$ cat src/rtl/sd_data_xfer_ctrl.sv
// Multi-block SD data transfer sequencer: issues per-block start requests to the data engine,
// checks block status, enforces inter-block gaps, runs a per-block watchdog and handles abort.
module sd_data_xfer_ctrl #(
    parameter int unsigned BLKCNT_W     = 16,
    parameter int unsigned GAP_CYCLES   = 4,
    parameter int unsigned ABORT_CYCLES = 2
) (
    input  logic                sd_clk,
    input  logic                rst,
    input  logic                go_i,
    input  logic                dir_i,
    input  logic [BLKCNT_W-1:0] blkcnt_i,
    input  logic                bus_4bit_i,
    input  logic [31:0]         wdog_limit_i,
    input  logic                abort_i,
    input  logic                buf_ready_i,
    output logic [1:0]          start_o,
    input  logic                finish_i,
    input  logic [4:0]          crc_s_i,
    input  logic [3:0]          crc_lane_ok_i,
    output logic                xfer_busy_o,
    output logic                xfer_done_o,
    output logic [BLKCNT_W-1:0] blk_done_o,
    output logic [2:0]          err_o
);

    typedef enum logic [2:0] {
        StIdle,
        StWaitBuf,
        StIssue,
        StRelease,
        StGap,
        StAbort,
        StDone
    } state_e;

    localparam int unsigned GapW   = (GAP_CYCLES > 1) ? $clog2(GAP_CYCLES) : 1;
    localparam int unsigned AbortW = (ABORT_CYCLES > 1) ? $clog2(ABORT_CYCLES) : 1;
    localparam logic [GapW-1:0]   GapLoad   = GapW'(GAP_CYCLES - 1);
    localparam logic [AbortW-1:0] AbortLoad = AbortW'(ABORT_CYCLES - 1);

    localparam logic [1:0] StartIdle  = 2'b00;
    localparam logic [1:0] StartWrite = 2'b01;
    localparam logic [1:0] StartRead  = 2'b10;
    localparam logic [1:0] StartAbort = 2'b11;

    state_e                r_state;
    state_e                w_state_nxt;
    logic [1:0]            r_start;
    logic [1:0]            w_start_nxt;
    logic                  r_busy;
    logic                  w_busy_nxt;
    logic                  r_done;
    logic                  w_done_nxt;
    logic [BLKCNT_W-1:0]   r_blk_done;
    logic [BLKCNT_W-1:0]   w_blk_done_nxt;
    logic [2:0]            r_err;
    logic [2:0]            w_err_nxt;
    logic                  r_dir;
    logic                  w_dir_nxt;
    logic                  r_bus4;
    logic                  w_bus4_nxt;
    logic [BLKCNT_W-1:0]   r_blkcnt;
    logic [BLKCNT_W-1:0]   w_blkcnt_nxt;
    logic [31:0]           r_wdog;
    logic [31:0]           w_wdog_nxt;
    logic [GapW-1:0]       r_gap;
    logic [GapW-1:0]       w_gap_nxt;
    logic [AbortW-1:0]     r_abort_cnt;
    logic [AbortW-1:0]     w_abort_cnt_nxt;

    logic                  w_abort_req;
    logic                  w_wdog_exp;
    logic [3:0]            w_lane_mask;
    logic                  w_blk_pass;
    logic                  w_unused;

    // Bit 4 of the CRC-status capture is the start bit and carries no status.
    assign w_unused = crc_s_i[4];

    assign w_abort_req = abort_i && (r_state != StIdle) && (r_state != StAbort)
                         && (r_state != StDone);
    assign w_wdog_exp  = (r_wdog >= wdog_limit_i);
    assign w_lane_mask = r_bus4 ? 4'hF : 4'h1;
    assign w_blk_pass  = r_dir ? ((crc_lane_ok_i & w_lane_mask) == w_lane_mask)
                               : ((crc_s_i[3:1] == 3'b010) && crc_s_i[0]);

    always_ff @(posedge sd_clk) begin
        if (!rst) begin
            r_state     <= StIdle;
            r_start     <= StartIdle;
            r_busy      <= 1'b0;
            r_done      <= 1'b0;
            r_blk_done  <= '0;
            r_err       <= '0;
            r_dir       <= 1'b0;
            r_bus4      <= 1'b0;
            r_blkcnt    <= '0;
            r_wdog      <= '0;
            r_gap       <= '0;
            r_abort_cnt <= '0;
        end else begin
            r_state     <= w_state_nxt;
            r_start     <= w_start_nxt;
            r_busy      <= w_busy_nxt;
            r_done      <= w_done_nxt;
            r_blk_done  <= w_blk_done_nxt;
            r_err       <= w_err_nxt;
            r_dir       <= w_dir_nxt;
            r_bus4      <= w_bus4_nxt;
            r_blkcnt    <= w_blkcnt_nxt;
            r_wdog      <= w_wdog_nxt;
            r_gap       <= w_gap_nxt;
            r_abort_cnt <= w_abort_cnt_nxt;
        end
    end

    always_comb begin
        w_state_nxt = r_state;
        if (w_abort_req) begin
            w_state_nxt = StAbort;
        end else begin
            unique case (r_state)
                StIdle: begin
                    if (go_i) begin
                        w_state_nxt = (blkcnt_i == '0) ? StDone : StWaitBuf;
                    end
                end
                StWaitBuf: begin
                    if (buf_ready_i) begin
                        w_state_nxt = StIssue;
                    end
                end
                StIssue: begin
                    // A finishing block beats a watchdog expiry in the same cycle.
                    if (finish_i) begin
                        w_state_nxt = StRelease;
                    end else if (w_wdog_exp) begin
                        w_state_nxt = StAbort;
                    end
                end
                StRelease: begin
                    if (r_err[0] || (r_blk_done == r_blkcnt)) begin
                        w_state_nxt = StDone;
                    end else begin
                        w_state_nxt = StGap;
                    end
                end
                StGap: begin
                    if (r_gap == '0) begin
                        w_state_nxt = StWaitBuf;
                    end
                end
                StAbort: begin
                    if (r_abort_cnt == '0) begin
                        w_state_nxt = StDone;
                    end
                end
                StDone: begin
                    w_state_nxt = StIdle;
                end
                default: begin
                    w_state_nxt = StIdle;
                end
            endcase
        end
    end

    always_comb begin
        w_start_nxt     = r_start;
        w_busy_nxt      = r_busy;
        w_done_nxt      = 1'b0;
        w_blk_done_nxt  = r_blk_done;
        w_err_nxt       = r_err;
        w_dir_nxt       = r_dir;
        w_bus4_nxt      = r_bus4;
        w_blkcnt_nxt    = r_blkcnt;
        w_wdog_nxt      = r_wdog;
        w_gap_nxt       = r_gap;
        w_abort_cnt_nxt = r_abort_cnt;

        if (w_abort_req) begin
            w_err_nxt[2]    = 1'b1;
            w_start_nxt     = StartAbort;
            w_abort_cnt_nxt = AbortLoad;
        end else begin
            unique case (r_state)
                StIdle: begin
                    w_start_nxt = StartIdle;
                    if (go_i) begin
                        w_dir_nxt      = dir_i;
                        w_bus4_nxt     = bus_4bit_i;
                        w_blkcnt_nxt   = blkcnt_i;
                        w_blk_done_nxt = '0;
                        w_err_nxt      = '0;
                        w_busy_nxt     = 1'b1;
                    end
                end
                StWaitBuf: begin
                    w_start_nxt = StartIdle;
                    if (buf_ready_i) begin
                        w_start_nxt = r_dir ? StartRead : StartWrite;
                        w_wdog_nxt  = '0;
                    end
                end
                StIssue: begin
                    if (r_wdog != '1) begin
                        w_wdog_nxt = r_wdog + 32'd1;
                    end
                    if (finish_i) begin
                        if (w_blk_pass) begin
                            w_blk_done_nxt = r_blk_done + 1'b1;
                        end else begin
                            w_err_nxt[0] = 1'b1;
                        end
                        w_start_nxt = StartIdle;
                    end else if (w_wdog_exp) begin
                        w_err_nxt[1]    = 1'b1;
                        w_start_nxt     = StartAbort;
                        w_abort_cnt_nxt = AbortLoad;
                    end
                end
                StRelease: begin
                    w_start_nxt = StartIdle;
                    w_gap_nxt   = GapLoad;
                end
                StGap: begin
                    w_start_nxt = StartIdle;
                    if (r_gap != '0) begin
                        w_gap_nxt = r_gap - 1'b1;
                    end
                end
                StAbort: begin
                    if (r_abort_cnt == '0) begin
                        w_start_nxt = StartIdle;
                    end else begin
                        w_abort_cnt_nxt = r_abort_cnt - 1'b1;
                    end
                end
                StDone: begin
                    w_start_nxt = StartIdle;
                    w_done_nxt  = 1'b1;
                    w_busy_nxt  = 1'b0;
                end
                default: begin
                    w_start_nxt = StartIdle;
                end
            endcase
        end
    end

    assign start_o     = r_start;
    assign xfer_busy_o = r_busy;
    assign xfer_done_o = r_done;
    assign blk_done_o  = r_blk_done;
    assign err_o       = r_err;

endmodule

$ cat config.mk
export PLATFORM = sky130hd
export DESIGN_NAME = sd_data_xfer_ctrl
export DESIGN_NICKNAME = d
export VERILOG_FILES = /design/src/rtl/sd_data_xfer_ctrl.sv
export SDC_FILE = /design/constraint.sdc
export NUM_CORES = 1
export LEC_CHECK = 0
export CORE_MARGIN = 3
export CORE_UTILIZATION = 30
export DETAILED_ROUTE_END_ITERATION = 6
export PLACE_DENSITY = 0.51
export SYNTH_ARGS = -nofsm -noshare
export SYNTH_HDL_FRONTEND = slang
export SYNTH_SLANG_ARGS = --single-unit
$ cat constraint.sdc
create_clock -name sd_clk -period 3 [get_ports sd_clk]
set_input_delay 0.6 -clock sd_clk [delete_from_list [all_inputs] [get_ports sd_clk]]
set_output_delay 0.6 -clock sd_clk [all_outputs]
set_load 0.05 [all_outputs]
== After elaboration in Yosys (flattened, before gate mapping) ==
Cells that the tools add are included.
Word-level totals
  flip-flop bits (word level): 79
  bits of input ports: 65
  output and inout bits: 23
  word-level logic and storage cells: 126
Operators by class
  add/sub/neg operators: 4
  $lt $le $gt $ge: 1
  eq/ne operators: 31
  muxes and demuxes: 42
  bitwise logic cells: 3
  reductions and logical operators: 30
Operators with widths (number)
  $mux W32: 2
  $pmux W32 S2: 1
  $mux W16: 3
  $add A32 B1 Y32 const B: 1
  $ge A32 B32 Y1: 1
  $ne A32 B32 Y1 const B: 1
  $pmux W16 S2: 1
  $mux W3: 9
  $ne A3 B3 Y1 const B: 9
  $reduce_and A5 Y1: 5
  $ne A2 B2 Y1 const B: 11
  $pmux W3 S6: 1
  $add A16 B1 Y16 const B: 1
  $eq A16 B16 Y1: 1
  $logic_not A16 Y1: 1
  $mux W2: 8
  $reduce_bool A2 Y1: 7
  $reduce_and A3 Y1: 4
  $mux W1: 11
  $eq A3 B2 Y1 const B: 3
  $eq A3 B3 Y1 const B: 3
  $pmux W2 S2: 2
  $pmux W2 S3: 1
  $reduce_bool A3 Y1: 2
  16 further kinds: 22

== Longest topological paths before layout ==
Gate-level depths: netlist (run 1).
  depth in word-level cells: 7
  mapped depth: 8
  gate-level depth less buffers: 8

== Least setup slack after synthesis (run 1) ==
OpenSTA, ideal clock, no wires.
  path kind: input to register
  start point: in wdog_limit_i[0]
  end point: reg r_start[1], in the netlist start_o[1]
  setup time: 0.131 ns
  arrival time: 2.103 ns
  required time: 2.869 ns
  slack: 0.766 ns
  cell stages on the path: 7
  buffers on the path: 0
  cells stage by stage: ha_1 -> nand2b_1 -> a2111o_1 -> a32oi_1 -> a31oi_1 -> nor3_2 -> a31oi_1
On the way
  cells in the longest elaborated chain, start to end: 3
RTL lines
  start: declaration: line 14  | input logic [31:0] wdog_limit_i,
  $ge A32 B32 Y1: line 83  | assign w_wdog_exp = (r_wdog >= wdog_limit_i);
  $ne A4 B4 Y1 (no source line)
  $reduce_and A2 Y1 (no source line)
  end signal: assignment: line 91  | r_start <= StartIdle;
  end signal: assignment: line 104  | r_start <= w_start_nxt;
  end: declaration: line 49  | logic [1:0] r_start;
Every way passes these cells.
A chain may end at the register's enable or synchronous reset.

== Worst setup path in the final report (run 1) ==
  start point: in wdog_limit_i[0]
  end point: reg r_start[0], in the netlist start_o[0]
The elaborated chain is that of the path after synthesis.

==> results.yml, run 1 <==
power_and_ir_drop:
  power_density_nw_per_um2: 540.5
  peakVddDrop_v: 0.0002957
  power_leakage_nw: 2.418
logic_synthesis:
  yosysTopAreaCellShare_pct: 32.55
  yosysSeqAreaShare_pct: 32.55
  synth_seq_cells: 79
  dominantRegCellSynth: "dfxtp_1"
  yosysWarnings: 0
  mappedNetlistArea_um2: 4858
  syn_inst: 608
  avgSynthCellArea_um2: 7.991
  synth_fp_nets: 708
  yosysTopAreaCell: "dfxtp_1"
  synth_edf_count: 0
  yosys-top-cells-area: "dfxtp_1 33%, ha_1 9.0%, xnor2_1 6.5%"
  synth_async_sr_flop_share_pct: 0
  synth.distinct_cells: 62
min_path:
  min_path_type: "reg -> reg"
routing:
  firstDrtPassIters: 4
  vias_per_cell: 4.962
  drt_iter0_drc: 258
  wire_per_inst_um: 14.27
  drc: 0
  vias: 4535
  ant_nets: 0
  wl_um: 13040
cts:
  clkTransAtPathRegs_ns: 0.06
  cts_tree: "built"
  cts_buffer_depth: 2
  postCtsSetupRepairBufs: 0
  clockRootBuffer: "clkbuf_16"
  cts-buffers-inserted: 9
  clk-insertion-delay-late_ns: 0.34
  htreeDepth: 3
  cts_resized: 0
  hold_buffers: 0
  clock_sinks: 79
grt:
  grt_pass1_wl_um: 22240
  antenna_found_initial: 0
  first_global_vias: 4556
  grt_overflow_total: 0
  grt_usage_pct: 15.08
  grt_max_degree: 33
timing:
  max_slew_margin_pct: 30.16
  fmax_mhz: 371.7
  fin_skew_ns: 0.007586
  tightest_slew_ns: 1.044
  setup_viol: 0
  layout_setup_ws_ns: 0.3096
  min_period_ns: 2.690
  drv_slew: 0
  whs_ns: 0.4583
  finalHoldViolCount: 0
  period_share_pct: 89.68
  rsz0062_at_grt: "no"
run_status:
  status: "completed"
die:
  ios: 88
  core_area_um2: 15540
  die_x_um: 133.3
  dieArea_um2: 17760
  rows: 45
  start_util_pct: 31.26
  die_y_um: 133.3
setup_path:
  crit_arrival_ns: 2.91
  startpoint_type: "input port"
  cp_max_fo: 4
  end_kind: "register"
  critPathKind: "in -> reg"
  critPathMaxStageDelay_ns: 0.44
  worst-path-buf-inv: 3
  critPathRequiredTime_ns: 3.22
  path_cells: "clkdlybuf4s50_1 > ha_1 > nand2b_1 > a2111o_1 > a32oi_1 > a31oi_1 > buf_4 > nor3_2 > buf_4 > a31oi_1"
  cp_top_family: "compound AO/OA/AOI/OAI gates"
  cp_slowest_cell: "a2111o_1"
placed_design:
  preCtsSetupSlack_ns: -0.06724
  dp.cells: 899
  place.port_buffers: 86
  dp_hpwl_um: 9999
  routabilityCongestion: 0.8732
final_layout:
  layout-drive-gt1-share_pct: 6.828
  antenna_cells: 0
  area_growth_pct: 29.62
  fillCellCount: 1576
  fin_nets: 799
  finalNonFillerCells: 914
job:
  drv_cap: 0
[worst min-delay path, cell delays in order (launching register included)]
cell and delay [ns]:
dfxtp_1 0.31, nand2_1 0.05, a21oi_1 0.05
[cells in the final DEF, fill, tap and decap left out, types with 15 or more instances in the layout]
master           instances
clkdlybuf4s50_1         86
dfxtp_1                 79
nand2_1                 75
nor2_1                  60
inv_1                   51
a21oi_1                 48
xnor2_1                 36
ha_1                    35
nand4_1                 23
nand3_1                 22
xor2_1                  19
o21ai_0                 17
buf_4                   16
and3_1                  15
[state kept, by name, indices dropped and copies added, names as in the netlist, 2 cells and up]
name,cells
err_o,3
r_blkcnt,16
r_state,3
blk_done_o,16
r_wdog,32
r_gap,2
start_o,2
[power breakdown]
part           internal, mW  switching [mW]
registers              1.15           0.122
logic                 0.459           0.640
clock network         0.562           0.467
[stage by stage]
step                power (mW)  util [%]  area [um2]  setup TNS, ns
floorplan                2.017         -        4858              0
finish                   3.404     40.52        6297              0
CTS                      3.437     40.52        6297              0
global placement         2.388     38.77        6025        -0.1742
global route             3.629     40.52        6297              0
detailed placement       2.399     38.77        6025        -0.1541
[final timing paths]
kind | startpoint | to | slack, ns | cells past startpoint
min | r_bus4 | r_bus4 | 0.46 | 2
max reg2reg | r_state[0] | blk_done_o[15] | 0.41 | 5
max | wdog_limit_i[0] | start_o[0] | 0.31 | 10
min reg2reg | r_bus4 | r_bus4 | 0.46 | 2
[cells by family after synthesis]
kind of cell / count (synthesis) / share of synthesized area [%]
AO/OA/AOI/OAI: 110 / 14.81
buffers and inverters: 74 / 6.052
adder cells (fa/ha/maj): 35 / 9.014
flip-flops: 79 / 32.55
XOR/XNOR: 55 / 9.915
AND/OR/NAND/NOR: 251 / 26.78
multiplexers: 4 / 0.8756
[metal layers]
metal  track usage, %  share of wire [%]  wire (um)
met1            19.46                 48       6200
met5                0                  0          0
met4            3.943                1.6        204
met3            3.701                4.5        584
met2            25.28                 46       6054
[final cells by class]
type | count | area, um2 | share of cell area, %
Timing Repair Buffer | 103 | 1001 | 15.90
Multi-Input combinational cell | 455 | 2987 | 47.43
Clock buffer | 9 | 225.2 | 3.576
Sequential cell | 79 | 1582 | 25.11
Tap cell | 211 | 264.0 | 4.192
Inverter | 51 | 191.4 | 3.040
Clock inverter | 6 | 47.55 | 0.7550
[synth_stat cells (4+ instances only)]
cell type  number
xor2_1         19
nand2b_1        6
nand4_1        23
nor2b_1         4
and4_1          8
a31oi_1         5
and3_1         15
and2_1          8
ha_1           35
o21ai_0        17
nor4_1          6
a211oi_1        8
or3_1           6
inv_1          51
a21oi_1        48
buf_2          10
dfxtp_1        79
xnor2_1        36
nand3_1        22
nor2_1         60
clkbuf_1       12
nand2_1        75
(Power assumes the default switching activity.)
==> run 2: changes to the inputs <==
Settings changed: DONT_BUFFER_PORTS from default to 1, PLACE_DENSITY 0.51 to 0.44, SETUP_SLACK_MARGIN from default to 0.2.
==> results.yml, run 2 (synthesis gave the netlist of run 1 again) <==
setup_path:
  r2r_end: "r_state[2]"
  cp_max_fo: 5
  critPathRequiredTime_ns: 3.19
  startpoint: "r_wdog[0]"
  startpoint_type: "register"
  end_kind: "register"
  critPathKind: "reg -> reg"
  rr_worst_depth: 9
  r2r_slack_ns: 0.59
  worst_setup_path_endpoint: "r_state[2]"
  worstReg2RegStart: "r_wdog[0]"
  crit_arrival_ns: 2.61
placed_design:
  routabilityCongestion: 0.7810
  place.port_buffers: 0
  dp_hpwl_um: 10060
  preCtsSetupSlack_ns: 0.3749
  dpl_cell_area_um2: 5219
min_path:
  min_path_type: "in -> reg"
final_layout:
  area_growth_pct: 13.57
  fin_nets: 722
  top_register: "r_wdog"
  layout-drive-gt1-share_pct: 9.250
  antenna_cells: 0
  layout_common_cells: "79 x dfxtp_1, 75 x nand2_1, 60 x nor2_1"
  largest_reg_flops: 32
  fin_area_um2: 5518
  final_common_cell: "dfxtp_1"
cts:
  clk-insertion-delay-late_ns: 0.34
  cts_buffer_depth: 2
  cts_tree: "built"
  cts_resized: 0
  clockRootBuffer: "clkbuf_16"
  postCtsSetupRepairBufs: 0
  hold_buffers: 0
  clock_sinks: 79
  cts-buffers-inserted: 9
  clkTransAtPathRegs_ns: 0.06
  htreeDepth: 3
die:
  ios: 88
  die_y_um: 133.3
  rows: 45
  core_area_um2: 15540
  die_x_um: 133.3
  start_util_pct: 31.26
  dieArea_um2: 17760
job:
  drv_cap: 0
power_and_ir_drop:
  netSwitchingPower_mw: 1.190
  power_density_nw_per_um2: 605.8
  clock_power_share_pct: 33.2
  p_int_mw: 2.153
  power_frac_seq_pct: 40.9
  peakVddDrop_v: 0.0002554
  swShare_pct: 35.59
  power_leakage_nw: 2.156
  p_comb_share_pct: 25.8
routing:
  ant_nets: 0
  drc: 0
  wl_um: 13020
  vias: 4233
  firstDrtPassIters: 4
  drt_iter0_drc: 241
  wire_per_inst_um: 15.54
  vias_per_cell: 5.051
timing:
  setup_viol: 0
  finalHoldViolCount: 0
  fmax_mhz: 414.4
  setup_tns_ns: 0
  max_slew_margin_pct: 28.67
  period_share_pct: 80.43
  fin_skew_ns: 0.005431
  min_period_ns: 2.413
  layout_setup_ws_ns: 0.5870
  drv_slew: 0
  rsz0062_at_grt: "no"
  tightest_slew_ns: 1.064
grt:
  grt_max_degree: 33
  grt_pass1_wl_um: 21450
  antenna_found_initial: 0
  grt_overflow_total: 0
  grt_usage_pct: 15.01
  first_global_vias: 4222
run_status:
  status: "completed"
==> run 2: cell count changes in the layout (fill, tap and decap cells not counted), sizes merged <==
cell / before / now
buf: 17 / 26
bufinv: 0 / 1
clkbuf: 9 / 10
clkdlybuf4s50: 86 / 0
clkinv: 4 / 3
clkinvlp: 1 / 2
inv: 52 / 51
==> run 2: cell type report <==
type | instances | area (um2)
Clock buffer | 10 | 239.0
Inverter | 51 | 191.4
Clock inverter | 6 | 60.06
Timing Repair Buffer | 26 | 195.2
Multi-Input combinational cell | 455 | 2987
Sequential cell | 79 | 1582
Fill cell | 1680 | 10020
Tap cell | 211 | 264.0
==> run 2: power groups by stage <==
stage	Sequential (mW)	Combinational, mW	Clock [mW]
floorplan	1.33	0.687	0
global placement	1.39	0.853	0
detailed placement	1.39	0.862	0
CTS	1.37	0.871	1.16
global route	1.39	0.969	1.19
finish	1.37	0.863	1.11
==> run 2: metrics by stage <==
stage	power, mW	instances	util [%]	hold slack (ns)
floorplan	2.017	608	-	0.4367
global placement	2.243	822	33.58	0.4499
detailed placement	2.254	822	33.58	0.4567
CTS	3.397	838	35.51	0.3523
global route	3.546	838	35.51	0.3522
finish	3.342	838	35.51	0.3661
==> run 2: routing by layer <==
| layer | GRT usage (%) | vias to the layer above | part of all wire [%] | wire length, um |
|---|---|---|---|---|
| met5 | 0 | - | 0 | 0 |
| li1 | - | 2148 | - | - |
| met1 | 17.92 | 1996 | 44 | 5773 |
| met3 | 3.927 | 15 | 4.5 | 587 |
| met2 | 26.16 | 74 | 49 | 6429 |
| met4 | 5.143 | 0 | 1.8 | 231 |
==> run 2: worst min path at each step <==
stage	startpoint	endpoint	slack [ns]	cells past startpoint
final	rst	r_abort_cnt	0.37	2
after global routing	rst	r_abort_cnt	0.35	2
after CTS	rst	r_abort_cnt	0.35	2
after detailed placement	r_bus4	r_bus4	0.46	2
after global placement	r_bus4	r_bus4	0.45	2
after floorplan	r_bus4	r_bus4	0.44	2
==> run 2: worst max-delay path: stages (launching register included) <==
cell and delay (ns):
dfxtp_1 0.39, inv_1 0.06, ha_1 0.26, nand2b_1 0.13, a2111o_1 0.43, a32oi_1 0.21
a31oi_1 0.13, buf_4 0.17, nor3_2 0.35, a211oi_1 0.13
==> run 3: changes to the inputs <==
Settings changed: PLACE_DENSITY 0.44 to 0.45.
Clock period 3 ns to 2.2 ns, I/O delays scaled along.
==> results.yml, run 3 (synthesis gave the netlist of run 1 again) <==
grt:
  antenna_found_initial: 0
  first_global_vias: 4275
  grt_pass1_wl_um: 21930
  grt_usage_pct: 15.26
  grt_max_degree: 33
  grt_overflow_total: 0
routing:
  ant_nets: 0
  vias: 4404
  drt_iter0_drc: 241
  wl_um: 13900
  vias_per_cell: 4.999
  firstDrtPassIters: 4
  drc: 0
  wire_per_inst_um: 15.78
setup_path:
  cp_max_fo: 4
  worstReg2RegStart: "r_wdog[31]"
  critPathKind: "reg -> reg"
  startpoint: "r_wdog[31]"
  end_kind: "register"
  rr_worst_depth: 10
  worst_setup_path_endpoint: "r_state[1]"
  r2r_end: "r_state[1]"
  startpoint_type: "register"
  crit_arrival_ns: 2.34
  critPathRequiredTime_ns: 2.44
  r2r_slack_ns: 0.1
final_layout:
  area_growth_pct: 28.69
  largest_reg_flops: 32
  antenna_cells: 0
  fin_nets: 765
  top_register: "r_wdog"
  final_common_cell: "nand2_1"
  layout-drive-gt1-share_pct: 22.99
  layout_common_cells: "73 x nand2_1, 65 x dfxtp_1, 59 x nor2_1"
placed_design:
  place.port_buffers: 0
  routabilityCongestion: 0.8332
  dp_hpwl_um: 10290
  preCtsSetupSlack_ns: -0.1701
timing:
  fin_skew_ns: 0.01186
  tightest_slew_ns: 0.8016
  setup_viol: 0
  rsz0062_at_grt: "yes"
  period_share_pct: 95.62
  layout_setup_ws_ns: 0.09639
  fmax_mhz: 475.4
  drv_slew: 0
  max_slew_margin_pct: 46.50
  finalHoldViolCount: 0
  min_period_ns: 2.104
min_path:
  min_path_type: "in -> reg"
cts:
  clk-insertion-delay-late_ns: 0.35
  clockRootBuffer: "clkbuf_16"
  clock_sinks: 79
  cts_tree: "built"
  clkTransAtPathRegs_ns: 0.07
  cts-buffers-inserted: 9
  hold_buffers: 0
  cts_buffer_depth: 2
  htreeDepth: 3
power_and_ir_drop:
  power_density_nw_per_um2: 789.5
  peakVddDrop_v: 0.0004025
  power_leakage_nw: 2.443
  fin_total_pwr_mw: 4.936
die:
  ios: 88
  rows: 45
  core_area_um2: 15540
  die_y_um: 133.3
  start_util_pct: 31.26
  dieArea_um2: 17760
  die_x_um: 133.3
run_status:
  status: "completed"
job:
  drv_cap: 0
## run 3: cell types whose count changed in the layout (fill, tap and decap cells not counted), moves of 3 or more
| cell | delta |
|---|---|
| dfxtp_4 | +3 |
| nand3_1 | -4 |
| buf_4 | +31 |
| ha_4 | +6 |
| dfxtp_2 | +11 |
| buf_6 | +9 |
| ha_1 | -7 |
| dfxtp_1 | -14 |
| and3_1 | -3 |
## run 3: worst max-delay path, stage by stage (launching register included)
cell	delay, ns
dfxtp_1	0.33
ha_1	0.33
nand4_1	0.13
buf_4	0.17
nor4_4	0.18
nand2_1	0.13
a31oi_2	0.17
buf_6	0.16
nor3_4	0.05
buf_6	0.13
o31a_1	0.22
## run 3: worst min-delay path by stage
stage                          endpoint  cells past startpoint         start  slack, ns
final                       r_abort_cnt                      2           rst       0.20
after global routing      blk_done_o[1]                      1           rst       0.21
after CTS                   r_abort_cnt                      2           rst       0.19
after detailed placement   r_blkcnt[15]                      2  r_blkcnt[15]       0.46
after global placement           r_bus4                      2        r_bus4       0.45
after floorplan                  r_bus4                      2        r_bus4       0.44
## run 3: per-stage QoR
| step | setup TNS [ns] | utilization, % | cells | hold WS [ns] | cell area, um2 |
|---|---|---|---|---|---|
| floorplan | 0 | - | 608 | 0.4367 | 4888 |
| global placement | -0.6968 | 35.53 | 855 | 0.4495 | 5522 |
| detailed placement | -0.8016 | 35.53 | 855 | 0.4609 | 5522 |
| CTS | 0 | 38.00 | 874 | 0.1883 | 5906 |
| global route | 0 | 40.23 | 881 | 0.2117 | 6252 |
| finish | 0 | 40.23 | 881 | 0.2039 | 6252 |
## run 3: per-layer routing
layer  track usage (%)  share of wire, %  vias up
met3             4.569               4.9       12
met5                 0                 0        -
met2             24.46                47       90
li1                  -                 -     2236
met1             20.00                47     2066
met4             4.171               1.2        0
## run 3: final cells by class
cell class	instances	area (um2)
clock inverters	6	67.56
repair buffers	69	594.3
fillers	1597	9288
flip-flops and latches	79	1607
multi-input cells	455	3289
inverters	51	191.4
clock buffers	10	239.0
well taps	211	264.0
## run 3: power by group
group,switching (mW),internal [mW],total (mW),leakage (nW)
Sequential,0.241,1.57,1.82,0.648
Clock,0.655,0.914,1.57,0.145
Combinational,0.877,0.674,1.55,1.65
Total,1.77,3.16,4.94,2.44
## run 3: timing repair
| action | 4_1_cts | 5_1_grt |
|---|---|---|
| cloned | 0 | 1 |
| buffers inserted | 3 | 6 |
| pin swaps | 8 | 21 |
| gates resized for setup | 12 | 57 |
| setup endpoints to repair | 16 | 36 |
